===== src/rtl/sdram_burst_arbiter.sv =====
// -----------------------------------------------------------------------------
// sdram_burst_arbiter
//
// Shares one SDRAM controller command port between a write job source (frame
// capture) and a read job source (UDP frame sender). Each job covers a
// word-address range [begin, end). The range is cut into bursts of at most
// BURST_LEN words, and the two jobs are interleaved burst by burst in
// round-robin order. Each requester gets a one-cycle done pulse when its range
// is finished. A controller that never acknowledges a burst sets a sticky error,
// and the burst is issued again.
//
// Ports
//   clk, nRST                  clock; asynchronous active-low reset
//   wr_req/wr_begin/wr_end     write job start (rising edge) and range
//   wr_busy/wr_done            write job armed / one-cycle completion pulse
//   rd_req/rd_begin/rd_end     read job start (rising edge) and range
//   rd_busy/rd_done            read job armed / one-cycle completion pulse
//   cmd_valid/cmd_ready        burst command handshake to the controller
//   cmd_we/cmd_addr/cmd_len    burst direction, start address, length in words
//   cmd_ack                    one-cycle pulse: accepted burst finished
//   err                        sticky: ack timeout seen since reset
// -----------------------------------------------------------------------------
module sdram_burst_arbiter #(
  parameter int ADDR_W    = 16,
  parameter int BURST_LEN = 8,
  parameter int TIMEOUT   = 1023
) (
  input  logic              clk,
  input  logic              nRST,
  input  logic              wr_req,
  input  logic [ADDR_W-1:0] wr_begin,
  input  logic [ADDR_W-1:0] wr_end,
  output logic              wr_busy,
  output logic              wr_done,
  input  logic              rd_req,
  input  logic [ADDR_W-1:0] rd_begin,
  input  logic [ADDR_W-1:0] rd_end,
  output logic              rd_busy,
  output logic              rd_done,
  output logic              cmd_valid,
  input  logic              cmd_ready,
  output logic              cmd_we,
  output logic [ADDR_W-1:0] cmd_addr,
  output logic [7:0]        cmd_len,
  input  logic              cmd_ack,
  output logic              err
);

  localparam int   TMR_W  = (TIMEOUT < 2) ? 1 : $clog2(TIMEOUT + 1);
  localparam logic GNT_WR = 1'b1;
  localparam logic GNT_RD = 1'b0;

  typedef enum logic [1:0] {
    S_IDLE  = 2'd0,
    S_ISSUE = 2'd1,
    S_WAIT  = 2'd2
  } state_t;

  state_t              state_q, state_d;
  logic                wr_req_q, wr_req_d, wr_req_dly_q, wr_req_dly_d;
  logic                rd_req_q, rd_req_d, rd_req_dly_q, rd_req_dly_d;
  logic                wr_busy_q, wr_busy_d, rd_busy_q, rd_busy_d;
  logic                wr_done_q, wr_done_d, rd_done_q, rd_done_d;
  logic [ADDR_W-1:0]   wr_ptr_q, wr_ptr_d, wr_end_q, wr_end_d;
  logic [ADDR_W-1:0]   rd_ptr_q, rd_ptr_d, rd_end_q, rd_end_d;
  logic                grant_q, grant_d, last_grant_q, last_grant_d;
  logic                cmd_valid_q, cmd_valid_d, cmd_we_q, cmd_we_d;
  logic [ADDR_W-1:0]   cmd_addr_q, cmd_addr_d;
  logic [7:0]          cmd_len_q, cmd_len_d;
  logic [TMR_W-1:0]    timer_q, timer_d;
  logic                err_q, err_d;

  logic                wr_elig, rd_elig, gnt;
  logic [ADDR_W-1:0]   nptr;

  // Remaining words compared one bit wider so end-ptr never wraps, then
  // saturated to BURST_LEN.
  function automatic logic [7:0] clamp_len(input logic [ADDR_W-1:0] ptr,
                                           input logic [ADDR_W-1:0] lim);
    logic [ADDR_W:0] rem;
    rem = {1'b0, lim} - {1'b0, ptr};
    if (rem > (ADDR_W+1)'(BURST_LEN)) clamp_len = 8'(BURST_LEN);
    else                              clamp_len = 8'(rem);
  endfunction

  assign wr_elig = wr_busy_q && (wr_ptr_q < wr_end_q);
  assign rd_elig = rd_busy_q && (rd_ptr_q < rd_end_q);

  always_comb begin
    state_d      = state_q;
    wr_req_d     = wr_req;
    wr_req_dly_d = wr_req_q;
    rd_req_d     = rd_req;
    rd_req_dly_d = rd_req_q;
    wr_busy_d    = wr_busy_q;
    rd_busy_d    = rd_busy_q;
    wr_done_d    = 1'b0;
    rd_done_d    = 1'b0;
    wr_ptr_d     = wr_ptr_q;
    wr_end_d     = wr_end_q;
    rd_ptr_d     = rd_ptr_q;
    rd_end_d     = rd_end_q;
    grant_d      = grant_q;
    last_grant_d = last_grant_q;
    cmd_valid_d  = cmd_valid_q;
    cmd_we_d     = cmd_we_q;
    cmd_addr_d   = cmd_addr_q;
    cmd_len_d    = cmd_len_q;
    timer_d      = timer_q;
    err_d        = err_q;
    gnt          = GNT_RD;
    nptr         = '0;

    // Arming on the registered request's rising edge. A busy job whose pointer
    // already sits at/after its end can only be a zero-length job (normal jobs
    // clear busy on their final ack), so it retires here without a command.
    if (wr_req_q && !wr_req_dly_q && !wr_busy_q) begin
      wr_busy_d = 1'b1;
      wr_ptr_d  = wr_begin;
      wr_end_d  = wr_end;
    end else if (wr_busy_q && !(wr_ptr_q < wr_end_q)) begin
      wr_busy_d = 1'b0;
      wr_done_d = 1'b1;
    end

    if (rd_req_q && !rd_req_dly_q && !rd_busy_q) begin
      rd_busy_d = 1'b1;
      rd_ptr_d  = rd_begin;
      rd_end_d  = rd_end;
    end else if (rd_busy_q && !(rd_ptr_q < rd_end_q)) begin
      rd_busy_d = 1'b0;
      rd_done_d = 1'b1;
    end

    case (state_q)
      S_IDLE: begin
        if (wr_elig || rd_elig) begin
          // On a tie the requester that did not win last time goes next.
          gnt         = (wr_elig && rd_elig) ? ~last_grant_q : wr_elig;
          grant_d     = gnt;
          cmd_we_d    = gnt;
          cmd_addr_d  = (gnt == GNT_WR) ? wr_ptr_q : rd_ptr_q;
          cmd_len_d   = (gnt == GNT_WR) ? clamp_len(wr_ptr_q, wr_end_q)
                                        : clamp_len(rd_ptr_q, rd_end_q);
          cmd_valid_d = 1'b1;
          state_d     = S_ISSUE;
        end
      end
      S_ISSUE: begin
        if (cmd_ready) begin
          cmd_valid_d  = 1'b0;
          last_grant_d = grant_q;
          timer_d      = '0;
          state_d      = S_WAIT;
        end
      end
      S_WAIT: begin
        if (cmd_ack) begin
          if (grant_q == GNT_WR) begin
            nptr     = wr_ptr_q + ADDR_W'(cmd_len_q);
            wr_ptr_d = nptr;
            if (nptr == wr_end_q) begin
              wr_busy_d = 1'b0;
              wr_done_d = 1'b1;
            end
          end else begin
            nptr     = rd_ptr_q + ADDR_W'(cmd_len_q);
            rd_ptr_d = nptr;
            if (nptr == rd_end_q) begin
              rd_busy_d = 1'b0;
              rd_done_d = 1'b1;
            end
          end
          state_d = S_IDLE;
        end else if (timer_q == TMR_W'(TIMEOUT)) begin
          // Pointer untouched: the same burst goes back through arbitration.
          err_d   = 1'b1;
          state_d = S_IDLE;
        end else begin
          timer_d = timer_q + 1'b1;
        end
      end
      default: state_d = S_IDLE;
    endcase
  end

  always_ff @(posedge clk or negedge nRST) begin
    if (!nRST) begin
      state_q      <= S_IDLE;
      wr_req_q     <= 1'b0;
      wr_req_dly_q <= 1'b0;
      rd_req_q     <= 1'b0;
      rd_req_dly_q <= 1'b0;
      wr_busy_q    <= 1'b0;
      rd_busy_q    <= 1'b0;
      wr_done_q    <= 1'b0;
      rd_done_q    <= 1'b0;
      wr_ptr_q     <= '0;
      wr_end_q     <= '0;
      rd_ptr_q     <= '0;
      rd_end_q     <= '0;
      grant_q      <= GNT_RD;
      last_grant_q <= GNT_RD;
      cmd_valid_q  <= 1'b0;
      cmd_we_q     <= 1'b0;
      cmd_addr_q   <= '0;
      cmd_len_q    <= '0;
      timer_q      <= '0;
      err_q        <= 1'b0;
    end else begin
      state_q      <= state_d;
      wr_req_q     <= wr_req_d;
      wr_req_dly_q <= wr_req_dly_d;
      rd_req_q     <= rd_req_d;
      rd_req_dly_q <= rd_req_dly_d;
      wr_busy_q    <= wr_busy_d;
      rd_busy_q    <= rd_busy_d;
      wr_done_q    <= wr_done_d;
      rd_done_q    <= rd_done_d;
      wr_ptr_q     <= wr_ptr_d;
      wr_end_q     <= wr_end_d;
      rd_ptr_q     <= rd_ptr_d;
      rd_end_q     <= rd_end_d;
      grant_q      <= grant_d;
      last_grant_q <= last_grant_d;
      cmd_valid_q  <= cmd_valid_d;
      cmd_we_q     <= cmd_we_d;
      cmd_addr_q   <= cmd_addr_d;
      cmd_len_q    <= cmd_len_d;
      timer_q      <= timer_d;
      err_q        <= err_d;
    end
  end

  assign wr_busy   = wr_busy_q;
  assign wr_done   = wr_done_q;
  assign rd_busy   = rd_busy_q;
  assign rd_done   = rd_done_q;
  assign cmd_valid = cmd_valid_q;
  assign cmd_we    = cmd_we_q;
  assign cmd_addr  = cmd_addr_q;
  assign cmd_len   = cmd_len_q;
  assign err       = err_q;

endmodule

===== config.mk =====
export PLATFORM = sky130hd
export DESIGN_NAME = sdram_burst_arbiter
export DESIGN_NICKNAME = d
export VERILOG_FILES = /design/src/rtl/sdram_burst_arbiter.sv
export SDC_FILE = /design/constraint.sdc
export NUM_CORES = 1
export LEC_CHECK = 0
export ABC_AREA = 1
export BUFFER_PORTS_ARGS = -buffer_cell sky130_fd_sc_hd__buf_2
export CAP_MARGIN = 40
export CORE_UTILIZATION = 40
export DETAILED_ROUTE_END_ITERATION = 8
export GPL_ROUTABILITY_DRIVEN = 0
export PLACE_DENSITY_LB_ADDON = 0.05
export SYNTH_ARGS = -nofsm -noshare
export SYNTH_HDL_FRONTEND = slang
export SYNTH_SLANG_ARGS = --single-unit

===== constraint.sdc =====
create_clock -name clk -period 3.1 [get_ports clk]
set_input_delay 0.93 -clock clk [delete_from_list [all_inputs] [get_ports clk]]
set_output_delay 0.93 -clock clk [all_outputs]
set_load 0.05 [all_outputs]

==> results_dict.tcl <==
set metrics [dict create \
    final.fill_count 2356 \
    hpwl_dp_mm 21.98 \
    clock_tree.root_cell "sky130_fd_sc_hd__clkbuf_16" \
    ant_nets 0 \
    antenna_violations_before_repair 0 \
    mappedNetlistArea_sq_um 9081 \
    cts_resized 0 \
    power.density_nw_per_um2 1117 \
    drtIter0Drc 549 \
    total_die_area_sq_um 23310 \
    cell_internal_pwr_mw 5.153 \
    timing.critical_path.slowest_cell_delay_ps 440 \
    drt-vias-per-instance 5.024 \
    cts_setup_buffers 0 \
    final-instance-count-excl-fill 1718 \
    worst-path-max-fanout 5 \
    synthDistinctLibCells 49 \
    dr_total_vias 8631 \
    share_comb_of_total_power_pct 66.8 \
    worstSkewPairLatency_ps 380 \
    tightestPinTransition_ps 699.0 \
    multi_input_area_sq_um 5409 \
    switching_share_pct 54.87 \
    timing.fmax_mhz 349.6 \
    crit_path_time_final_ps 2861 \
    insertedDiodeCount 0 \
    cp_num_buf_inv 0 \
    critical_path_required_ps 3370 \
    clk_path_buf_depth 2 \
    final.setup_skew_ps 13.27 \
    slew-limit-headroom_pct 53.40 \
    p_clk_share_pct 10.8 \
    portBuffers 100 \
    smallest_setup_slack_after_layout_ps 239.4 \
    tritoncts "yes" \
    sequential_cell_area_sq_um 2803 \
    post_route_cells_drive_above_1_share_pct 16.48 \
    hold_slack_ps 379.4 \
    setup_slack_of_the_most_critical_reg_to_reg_path_ps 240 \
    path_cells "ha_1 -> fa_1 -> nand3_1 -> nand3_1 -> nand2_1 -> nand2_1 -> nand2_1 -> nand2_1 -> nand2_1 -> nand2_1 -> nand3b_1 -> nor2_1 -> nand4_1 -> o21ai_0" \
    timing.rr.start "cmd_len[0]" \
    finalCritPeriodShare_pct 92.28 \
    synthesized_area_per_cell_sq_um 6.823 \
    first_global_vias 8038 \
    post_cts_hold_buffer_count 0 \
    pre_cts_ws_ps 299.0 \
    critical-path-top-cell-by-count "sky130_fd_sc_hd__nand2_1" \
    most-common-layout-cells "sky130_fd_sc_hd__nand2_1, sky130_fd_sc_hd__inv_1, sky130_fd_sc_hd__nand3_1" \
    synth_fp_nets 1454 \
    ys_ff_latch 112 \
    yosys_warns 0 \
    static-leakage-power_nw 5.427 \
    hold_viol_final 0 \
    grt_first_pass_wirelength_mm 43.64 \
    drv.max_cap_violation_count 0 \
    die-width_microns 152.7 \
    synth.yosys.seq_area_share_pct 30.86 \
    die_h_microns 152.7 \
    seqPwrFrac_pct 22.5 \
    avgRoutedWirePerCell_microns 15.83 \
    worst_setup_hold_path_clk_slew_ps 90 \
    hold_path.startpoint "rd_req_dly_d" \
    grt_setup_unrepaired "no" \
    timing_worst_setup_path_type "reg2reg" \
    drt_pre_antenna_iters 7 \
    power.net_switching_mw 6.264 \
    core-area_sq_um 22030 \
    run_status "finished, final reports clean" \
    synth_edf_count 0 \
    grt_use_total_pct 23.85 \
    largest_net_degree_at_the_start_of_global_routing 49 \
    critPathLaunch "cmd_len[0]" \
    core.rowCount 54 \
    setup_viol_count_final 0 \
    slew_viol_final 0 \
    cts_inserted_buffers 9 \
    final_common_cell "sky130_fd_sc_hd__nand2_1" \
    tns_ps 0 \
    synthArstFlopShare_pct 100.0 \
    holdCritPathClass "reg2reg" \
    drt_drc_violations_left 0 \
    numClockSinks 112 \
    dpl.cell_count 1702 \
    worstSetupEndpointType "flip-flop" \
    arrival_ps 3130 \
    vdd_drop_max_v 0.0004091 \
    wl_mm 27.19 \
    worst_path_max_delay_cell "sky130_fd_sc_hd__dfrtp_1" \
    initial_utilization_pct 41.23 \
    synth_ff_type "sky130_fd_sc_hd__dfrtp_1" \
    grt_overflow_total 0 \
    worst_path_dominant_cell_family "simple AND/OR/NAND/NOR gates" \
    final_nets 1556 \
    post_synth_inst_count 1331 \
    cts-htree-levels 3 \
    area_growth_from_synthesis_to_layout_pct 12.58 \
    io_pins 101 \
    kind_of_start_point_of_the_critical_path "flip-flop" \
]
==> synthesized netlist by cell type, types with 4 or more instances <==
master	number	share of area [%]
sky130_fd_sc_hd__fa_1	4	0.88
sky130_fd_sc_hd__mux2_2	22	2.7
sky130_fd_sc_hd__nand3_1	114	6.3
sky130_fd_sc_hd__nand3b_1	17	1.4
sky130_fd_sc_hd__nand2_2	11	0.76
sky130_fd_sc_hd__xnor2_1	10	0.96
sky130_fd_sc_hd__inv_1	184	7.6
sky130_fd_sc_hd__o21bai_1	8	0.66
sky130_fd_sc_hd__dfrtp_1	112	31
sky130_fd_sc_hd__a21oi_1	61	3.4
sky130_fd_sc_hd__and2_1	4	0.28
sky130_fd_sc_hd__o21ai_0	57	3.1
sky130_fd_sc_hd__inv_2	6	0.25
sky130_fd_sc_hd__ha_1	49	6.8
sky130_fd_sc_hd__nor2_2	20	1.4
sky130_fd_sc_hd__nand4_1	18	1.2
sky130_fd_sc_hd__xor2_1	10	0.96
sky130_fd_sc_hd__nor2_1	109	4.5
sky130_fd_sc_hd__nor3_1	13	0.72
sky130_fd_sc_hd__clkbuf_1	14	0.58
sky130_fd_sc_hd__a21oi_2	31	3.0
sky130_fd_sc_hd__or2_2	5	0.34
sky130_fd_sc_hd__nand2_1	409	17
==> sequential cells by signal, indices dropped and copies added (netlist names), 2 cells and up <==
| signal | flops |
|---|---|
| cmd_addr | 16 |
| cmd_len | 8 |
| rd_end_q | 16 |
| rd_ptr_q | 16 |
| state_q | 2 |
| timer_q | 10 |
| wr_end_q | 16 |
| wr_ptr_q | 16 |
==> area by class of cell <==
class / instances / area share (%)
Clock inverter: 6 / 0.5997
Inverter: 191 / 7.074
Multi-Input combinational cell: 1003 / 52.91
Sequential cell: 112 / 27.41
Clock buffer: 10 / 2.240
Tap cell: 280 / 3.427
Timing Repair Buffer: 116 / 6.339
==> logic make-up after synthesis <==
group	count (synthesis)	synth area share, %
buffers and inverters	216	9.603
flip-flops	112	30.86
AND/OR/NAND/NOR	732	35.01
adder cells (fa/ha/maj)	53	7.633
XOR/XNOR	23	2.687
multiplexers	22	2.728
AO/OA/AOI/OAI	173	11.48
==> per-layer routing <==
metal | share of wire, % | GRT usage (%) | wire length [microns] | up-vias
met1 | 51 | 35.41 | 13890 | 3908
li1 | - | - | - | 4486
met2 | 43 | 36.48 | 11660 | 218
met3 | 4.9 | 3.669 | 1328 | 19
met4 | 1.2 | 4.666 | 316 | 0
met5 | 0 | 0 | 0 | -
==> through the flow <==
step / cell area (sq um) / power (mW) / util, %
after floorplan: 9081 / 8.243 / -
after global placement: 9932 / 10.10 / 45.09
after detailed placement: 9932 / 10.13 / 45.09
after CTS: 10220 / 11.41 / 46.41
after global routing: 10220 / 12.51 / 46.42
final: 10220 / 11.42 / 46.42
==> power by group through the flow <==
stage | registers, mW | clock network, mW | logic, mW
floorplan | 2.92 | 0 | 5.32
global placement | 2.59 | 0 | 7.51
detailed placement | 2.59 | 0 | 7.53
CTS | 2.57 | 1.28 | 7.57
global route | 2.63 | 1.31 | 8.57
finish | 2.56 | 1.23 | 7.62
==> worst reg2reg max path: stages (launching register included) <==
cell                       delay (ps)
sky130_fd_sc_hd__dfrtp_1          440
sky130_fd_sc_hd__ha_1             250
sky130_fd_sc_hd__fa_1             410
sky130_fd_sc_hd__nand3_1          110
sky130_fd_sc_hd__nand3_1          250
sky130_fd_sc_hd__nand2_1          170
sky130_fd_sc_hd__nand2_1          120
sky130_fd_sc_hd__nand2_1          130
sky130_fd_sc_hd__nand2_1           60
sky130_fd_sc_hd__nand2_1           50
sky130_fd_sc_hd__nand2_1           40
sky130_fd_sc_hd__nand3b_1         180
sky130_fd_sc_hd__nor2_1           140
sky130_fd_sc_hd__nand4_1          140
sky130_fd_sc_hd__o21ai_0          270
==> path summary, 6_finish.rpt <==
path                                      to  cells after the start
max in group asynchronous         timer_q[6]                      2
worst max register to register       wr_done                     14
worst max-delay path                 wr_done                     14
min in group asynchronous        rd_end_q[1]                      1
worst min register to register  rd_req_dly_q                      0
worst min-delay path            rd_req_dly_q                      0
Power figures use the tool's default switching activity.
